$ cat src/rtl/mem_pkg.sv
// Shared definitions for the byte-serial memory controller: FSM encoding,
// request codes and the number of bytes per core word.
package mem_pkg;

    typedef enum logic [1:0] {
        IDLE = 2'd0,
        RD   = 2'd1,
        WR   = 2'd2
    } state_t;

    localparam logic [1:0] REQ_NONE  = 2'b00;
    localparam logic [1:0] REQ_LOAD  = 2'b01;
    localparam logic [1:0] REQ_STORE = 2'b10;

    localparam int BYTES = 4;

    // Last byte-counter value of each access; a load needs one extra cycle
    // because the RAM returns data one cycle after the address.
    localparam logic [2:0] RD_LAST = 3'd4;
    localparam logic [2:0] WR_LAST = 3'd3;

endpackage

$ cat src/rtl/mem_byte_lane.sv
// Byte lane helpers: insert a byte into a word at a lane, and extract the
// byte at a lane of another word. Purely combinational.
module mem_byte_lane
    import mem_pkg::*;
#(
    parameter int LEN = 32
) (
    input  logic [LEN-1:0] ins_word,
    input  logic [1:0]     ins_lane,
    input  logic [7:0]     ins_byte,
    output logic [LEN-1:0] ins_result,
    input  logic [LEN-1:0] ext_word,
    input  logic [1:0]     ext_lane,
    output logic [7:0]     ext_byte
);

    always_comb begin
        ins_result = ins_word;
        ext_byte   = 8'd0;
        for (int i = 0; i < BYTES; i++) begin
            if (ins_lane == i[1:0]) ins_result[8*i +: 8] = ins_byte;
            if (ext_lane == i[1:0]) ext_byte = ext_word[8*i +: 8];
        end
    end

endmodule

$ cat src/rtl/mem_ctrl.sv
// Word-to-byte memory controller: one core word load/store becomes four
// single-byte RAM accesses, little-endian. Optional macro MEM_CTRL_ALIGN_CHECK_EN.
module mem_ctrl
    import mem_pkg::*;
#(
    parameter int LEN        = 32,
    parameter int ADDR_WIDTH = 17
) (
    input  logic                  clk,
    input  logic                  rst,
    input  logic                  rdy_in,
    input  logic [1:0]            req_state,
    input  logic [ADDR_WIDTH-1:0] core_addr,
    input  logic [LEN-1:0]        core_wdata,
    output logic [LEN-1:0]        core_rdata,
    output logic                  done,
    output logic                  busy,
    output logic [ADDR_WIDTH-1:0] ram_addr,
    input  logic [7:0]            ram_din,
    output logic [7:0]            ram_dout,
    output logic                  ram_wr,
    output logic                  err,
    output logic [1:0]            dbg_state
);

    // Handshake: a request is taken in IDLE when req_state is LOAD/STORE,
    // done is low and rdy_in is high; done pulses for one active cycle.
    state_t                state, state_n;
    logic [2:0]            cnt, cnt_n;
    logic [ADDR_WIDTH-1:0] base, base_n;
    logic [LEN-1:0]        wdata, wdata_n;
    logic [LEN-1:0]        rbuf, rbuf_n;
    logic [LEN-1:0]        rdata_n;
    logic                  done_n;
    logic                  act_q;
    logic [7:0]            din_q;
    logic [7:0]            rd_byte;
    logic                  want;
    logic                  misaligned;
    logic [1:0]            offset;
    logic [LEN-1:0]        ins_result;
    logic [7:0]            ext_byte;

    assign want = (req_state == REQ_LOAD) || (req_state == REQ_STORE);

    // The RAM keeps reading through a stall, so the byte answering the last
    // active address is parked in din_q until the controller resumes.
    assign rd_byte = act_q ? ram_din : din_q;

    assign offset    = (cnt == RD_LAST) ? 2'd3 : cnt[1:0];
    assign busy      = (state == RD) || (state == WR);
    assign ram_addr  = busy ? base + ADDR_WIDTH'(offset) : '0;
    assign ram_wr    = (state == WR) && rdy_in;
    assign ram_dout  = (state == WR) ? ext_byte : 8'd0;
    assign dbg_state = state;

    mem_byte_lane #(.LEN(LEN)) u_lane (
        .ins_word   (rbuf),
        .ins_lane   (cnt[1:0] - 2'd1),
        .ins_byte   (rd_byte),
        .ins_result (ins_result),
        .ext_word   (wdata),
        .ext_lane   (cnt[1:0]),
        .ext_byte   (ext_byte)
    );

`ifdef MEM_CTRL_ALIGN_CHECK_EN
    logic err_q;

    assign misaligned = |core_addr[1:0];
    assign err        = err_q;

    always_ff @(posedge clk or negedge rst) begin
        if (!rst)        err_q <= 1'b0;
        else if (rdy_in) err_q <= (state == IDLE) && want && !done && misaligned;
    end
`else
    assign misaligned = 1'b0;
    assign err        = 1'b0;
`endif

    always_comb begin
        state_n = state;
        cnt_n   = cnt;
        base_n  = base;
        wdata_n = wdata;
        rbuf_n  = rbuf;
        rdata_n = core_rdata;
        done_n  = done;
        if (rdy_in) begin
            done_n = 1'b0;
            case (state)
                IDLE: begin
                    if (want && !done) begin
                        if (misaligned) begin
                            done_n = 1'b1;
                        end else begin
                            base_n  = core_addr;
                            wdata_n = core_wdata;
                            cnt_n   = 3'd0;
                            state_n = (req_state == REQ_LOAD) ? RD : WR;
                        end
                    end
                end
                RD: begin
                    if (cnt != 3'd0) rbuf_n = ins_result;
                    if (cnt == RD_LAST) begin
                        rdata_n = ins_result;
                        done_n  = 1'b1;
                        cnt_n   = 3'd0;
                        state_n = IDLE;
                    end else begin
                        cnt_n = cnt + 3'd1;
                    end
                end
                WR: begin
                    if (cnt == WR_LAST) begin
                        done_n  = 1'b1;
                        cnt_n   = 3'd0;
                        state_n = IDLE;
                    end else begin
                        cnt_n = cnt + 3'd1;
                    end
                end
                default: begin
                    state_n = IDLE;
                    cnt_n   = 3'd0;
                end
            endcase
        end
    end

    always_ff @(posedge clk or negedge rst) begin
        if (!rst) begin
            state      <= IDLE;
            cnt        <= 3'd0;
            base       <= '0;
            wdata      <= '0;
            rbuf       <= '0;
            core_rdata <= '0;
            done       <= 1'b0;
            act_q      <= 1'b0;
            din_q      <= 8'd0;
        end else begin
            state      <= state_n;
            cnt        <= cnt_n;
            base       <= base_n;
            wdata      <= wdata_n;
            rbuf       <= rbuf_n;
            core_rdata <= rdata_n;
            done       <= done_n;
            act_q      <= rdy_in;
            if (act_q) din_q <= ram_din;
        end
    end

endmodule

$ cat config.mk
export PLATFORM = sky130hd
export DESIGN_NAME = mem_ctrl
export DESIGN_NICKNAME = d
export VERILOG_FILES = /design/src/rtl/mem_pkg.sv /design/src/rtl/mem_byte_lane.sv /design/src/rtl/mem_ctrl.sv
export SDC_FILE = /design/constraint.sdc
export NUM_CORES = 1
export LEC_CHECK = 0
export ABC_AREA = 1
export CAP_MARGIN = 20
export CELL_PAD_IN_SITES_DETAIL_PLACEMENT = 1
export CELL_PAD_IN_SITES_GLOBAL_PLACEMENT = 2
export CORE_MARGIN = 3
export CORE_UTILIZATION = 34
export CTS_CLUSTER_SIZE = 24
export DETAILED_ROUTE_END_ITERATION = 16
export PLACE_DENSITY = 0.93
export SLEW_MARGIN = 20
export SYNTH_ARGS = -nofsm -noshare
export SYNTH_HDL_FRONTEND = slang
export SYNTH_HIERARCHICAL = 1
export SYNTH_SLANG_ARGS = --single-unit
$ cat constraint.sdc
create_clock -name clk -period 5.3 [get_ports clk]
set_clock_uncertainty 0.15 [all_clocks]
set_input_delay 1.06 -clock clk [delete_from_list [all_inputs] [get_ports clk]]
set_output_delay 1.06 -clock clk [all_outputs]
set_load 0.02 [all_outputs]
==> impl_metrics.csv <==
group,metric,value,unit
place,hpwl,12200,µm
setup_path,start_kind,"flop",
cts,clk_pin_slew,50,ps
detailed_routing,routed_wl,17500,µm
setup_path,path_buf_inv,4,
floorplanning,coreArea,18100,µm²
floorplanning,ios,125,
floorplanning,die_area,20200,µm²
place,io_buffers,123,
flow_run,drv_cap,0,
detailed_routing,postRouteAntennaNets,0,
logic_synthesis,synthCells,685,
pwr,p_leak,3.74,nW
finish,final_util,0.458,
worst_hold_path,hp-start,"rbuf[18]",
cts,root_buffer,"clkbuf_16",
sta,worst_pin_slew,987,ps
cts,clock_sinks,128,
pwr,intPower,2.71,mW
logic_synthesis,synth_nets,758,
sta,setup_viol,0,
global_route,grt_usage,0.179,
finish,diodes,0,
finish,layout.nets,877,
cts,numCtsBuffers,17,
pwr,p_total,4.24,mW
pwr,powerDensity,512,nW/µm²
detailed_routing,wl_per_cell,16.7,µm
finish,drive_gt1_frac,0.142,
pwr,power_frac_comb,0.379,
global_route,grt_pass1_wl,28300,µm
sta,max_clock_freq,0.215,GHz
logic_synthesis,ys_ff_latch,128,
logic_synthesis,async_flop_share,1.00,
finish,stdcell_count,1046,
detailed_routing,drc,0,
cts,ctsHoldBuffers,0,
setup_path,worstPathArrival,3450,ps
pwr,p_seq_frac,0.345,
detailed_routing,route.vias.total,5037,
cts,clkLatencyLatePin,420,ps
setup_path,worst_ep_required_time,4090,ps
setup_path,endpoint_kind,"output port",
setup_path,r2r_start,"cnt[0]",
global_route,overflow,0,
logic_synthesis,synth_edf_count,0,
cts,cts-resized-gates,0,
logic_synthesis,yosysSeqAreaShare,0.510,
setup_path,critPathSlowestCell,"clkdlybuf4s50_1",
sta,post-route-period-util,0.879,
cts,post_cts_buffers,0,
logic_synthesis,synth_area_per_cell,9.18,µm²
setup_path,criticalPathCategory,"reg -> out",
detailed_routing,via_per_inst,4.82,
floorplanning,die_w,142,µm
setup_path,max_stage_delay,610,ps
sta,tns,0,ps
logic_synthesis,ys_warn_count,6,
sta,finalHoldViolCount,0,
place,dp.cells,1014,
finish,area_growth,31.7,%
sta,slew_headroom,0.341,
pwr,p_switching,1.54,mW
setup_path,crit_fanout,6,
cts,h-tree-depth,4,
logic_synthesis,ys_types,29,
logic_synthesis,syn_area,6290,µm²
floorplanning,die_h,142,µm
sta,rsz0062_at_grt,"no",
cts,cts_buffer_depth,2,
cts,tritoncts,"done",
pwr,p_clk_frac,0.275,
global_route,first_global_vias,5346,
place,gp_congestion,0.802,
pwr,p_sw_frac,0.362,
sta,slew_violations,0,
setup_path,crit_start,"cnt[0]",
logic_synthesis,synth_ff_type,"dfrtp_1",
setup_path,path_cells,"inv_1 > ha_1 > nand2_1 > nand2_1 > ha_1 > inv_1 > fa_1 > inv_1 > nand2_1 > nor2_1 > o21ai_0 > a21oi_1 > clkdlybuf4s50_1",
detailed_routing,drt_iter0_markers,228,
outcome,status,"completed",
detailed_routing,drt-pass1-iter-count,4,
pwr,peakVddDrop,0.000274,V
setup_path,critPathTopFamily,"buffers and inverters",
worst_hold_path,hold_class,"reg -> reg",
global_route,grt_max_degree,66,
floorplanning,placementRows,49,
sta,period_needed,4660,ps
global_route,antenna_found_initial,0,
floorplanning,initial_core_util,0.348,
cell families after synthesis:
| kind of cell | after synthesis | share of synthesized area |
|---|---|---|
| multiplexers | 50 | 0.105 |
| adder cells (fa/ha/maj) | 11 | 0.0231 |
| AO/OA/AOI/OAI | 126 | 0.111 |
| flip-flops | 128 | 0.510 |
| buffers and inverters | 112 | 0.0786 |
| other | 1 | 0.000597 |
| XOR/XNOR | 1 | 0.00139 |
| AND/OR/NAND/NOR | 256 | 0.170 |
tightest hold or removal path, stage by stage (launching register included):
cell,delay [ps]
dfrtp_1,340
nand2_1,50
o21ai_0,50
cell usage in the layout (no fill, tap or decap), types with 4 or more instances in the layout:
| master | synthesis | layout |
|---|---|---|
| o21ai_2 | 17 | 17 |
| clkbuf_16 | 0 | 17 |
| inv_1 | 79 | 79 |
| nand4_1 | 11 | 11 |
| mux2_2 | 24 | 24 |
| clkbuf_8 | 0 | 4 |
| nand2_1 | 122 | 122 |
| nor2_1 | 80 | 80 |
| ha_1 | 10 | 10 |
| o21ai_0 | 45 | 45 |
| dfrtp_1 | 128 | 128 |
| o21ai_1 | 7 | 7 |
| nand3_1 | 34 | 34 |
| clkdlybuf4s50_1 | 0 | 122 |
| buf_4 | 2 | 7 |
| a21oi_1 | 54 | 54 |
| mux2_4 | 26 | 26 |
area by class of cell:
cell class / instances / area (µm²)
clock buffers: 23 / 488
clock inverters: 9 / 106
fillers: 2057 / 9800
inverters: 82 / 308
multi-input cells: 445 / 2590
flip-flops and latches: 128 / 3200
well taps: 229 / 287
repair buffers: 130 / 1300
cell usage after synthesis, types with 2 or more instances:
| library cell | number | area [µm²] |
|---|---|---|
| nand3_2 | 2 | 20.0 |
| ha_1 | 10 | 125 |
| nand2_1 | 122 | 458 |
| a21oi_1 | 54 | 270 |
| mux2_4 | 26 | 390 |
| nand2_2 | 3 | 18.8 |
| buf_2 | 11 | 55.1 |
| o21ai_0 | 45 | 225 |
| nand3_1 | 34 | 170 |
| nor2_4 | 2 | 22.5 |
| o21ai_1 | 7 | 35.0 |
| dfrtp_1 | 128 | 3200 |
| nor2_1 | 80 | 300 |
| buf_6 | 7 | 78.8 |
| buf_4 | 2 | 15.0 |
| clkbuf_1 | 10 | 37.5 |
| inv_1 | 79 | 297 |
| o21ai_2 | 17 | 149 |
| mux2_2 | 24 | 270 |
| nand4_1 | 11 | 68.8 |
| inv_2 | 3 | 11.3 |
sequential cells by signal, summed over array words and instances, names as in the netlist:
name and flops:
cnt 3, rbuf 32, done 1, act_q 1, dbg_state 2, din_q 8, base 17, core_rdata 32
wdata 32
per-stage QoR:
step	cell area (µm²)	hold slack, ps	worst slack [ps]
finish	8280	330	641
global placement	7660	315	1190
global route	8280	363	380
detailed placement	7690	323	1020
floorplan	6290	303	1730
CTS	8280	337	589
final timing paths:
check | endpoint | slack [ps] | cells past startpoint
max in group asynchronous | rbuf[25] | 3380 | 2
max | ram_addr[6] | 640 | 13
min | rbuf[18] | 330 | 2
max reg2reg | core_rdata[10] | 2740 | 7
min reg2reg | rbuf[18] | 330 | 2
min in group asynchronous | wdata[5] | 600 | 1
per-layer routing:
metal | global-route usage | wire length (µm) | vias to the layer above
li1 | - | - | 2456
met1 | 0.242 | 8200 | 2477
met2 | 0.291 | 8420 | 90
met3 | 0.0403 | 654 | 14
met4 | 0.0500 | 189 | 0
met5 | 0 | 0 | -
power by group through the flow:
stage | Combinational, mW | Sequential, mW | Clock (mW)
floorplan | 1.08 | 1.42 | 0
global placement | 1.59 | 1.46 | 0
detailed placement | 1.62 | 1.47 | 0
CTS | 1.64 | 1.47 | 1.20
global route | 1.78 | 1.51 | 1.24
finish | 1.61 | 1.46 | 1.17
No activity file was read; power rests on OpenSTA's default activity.
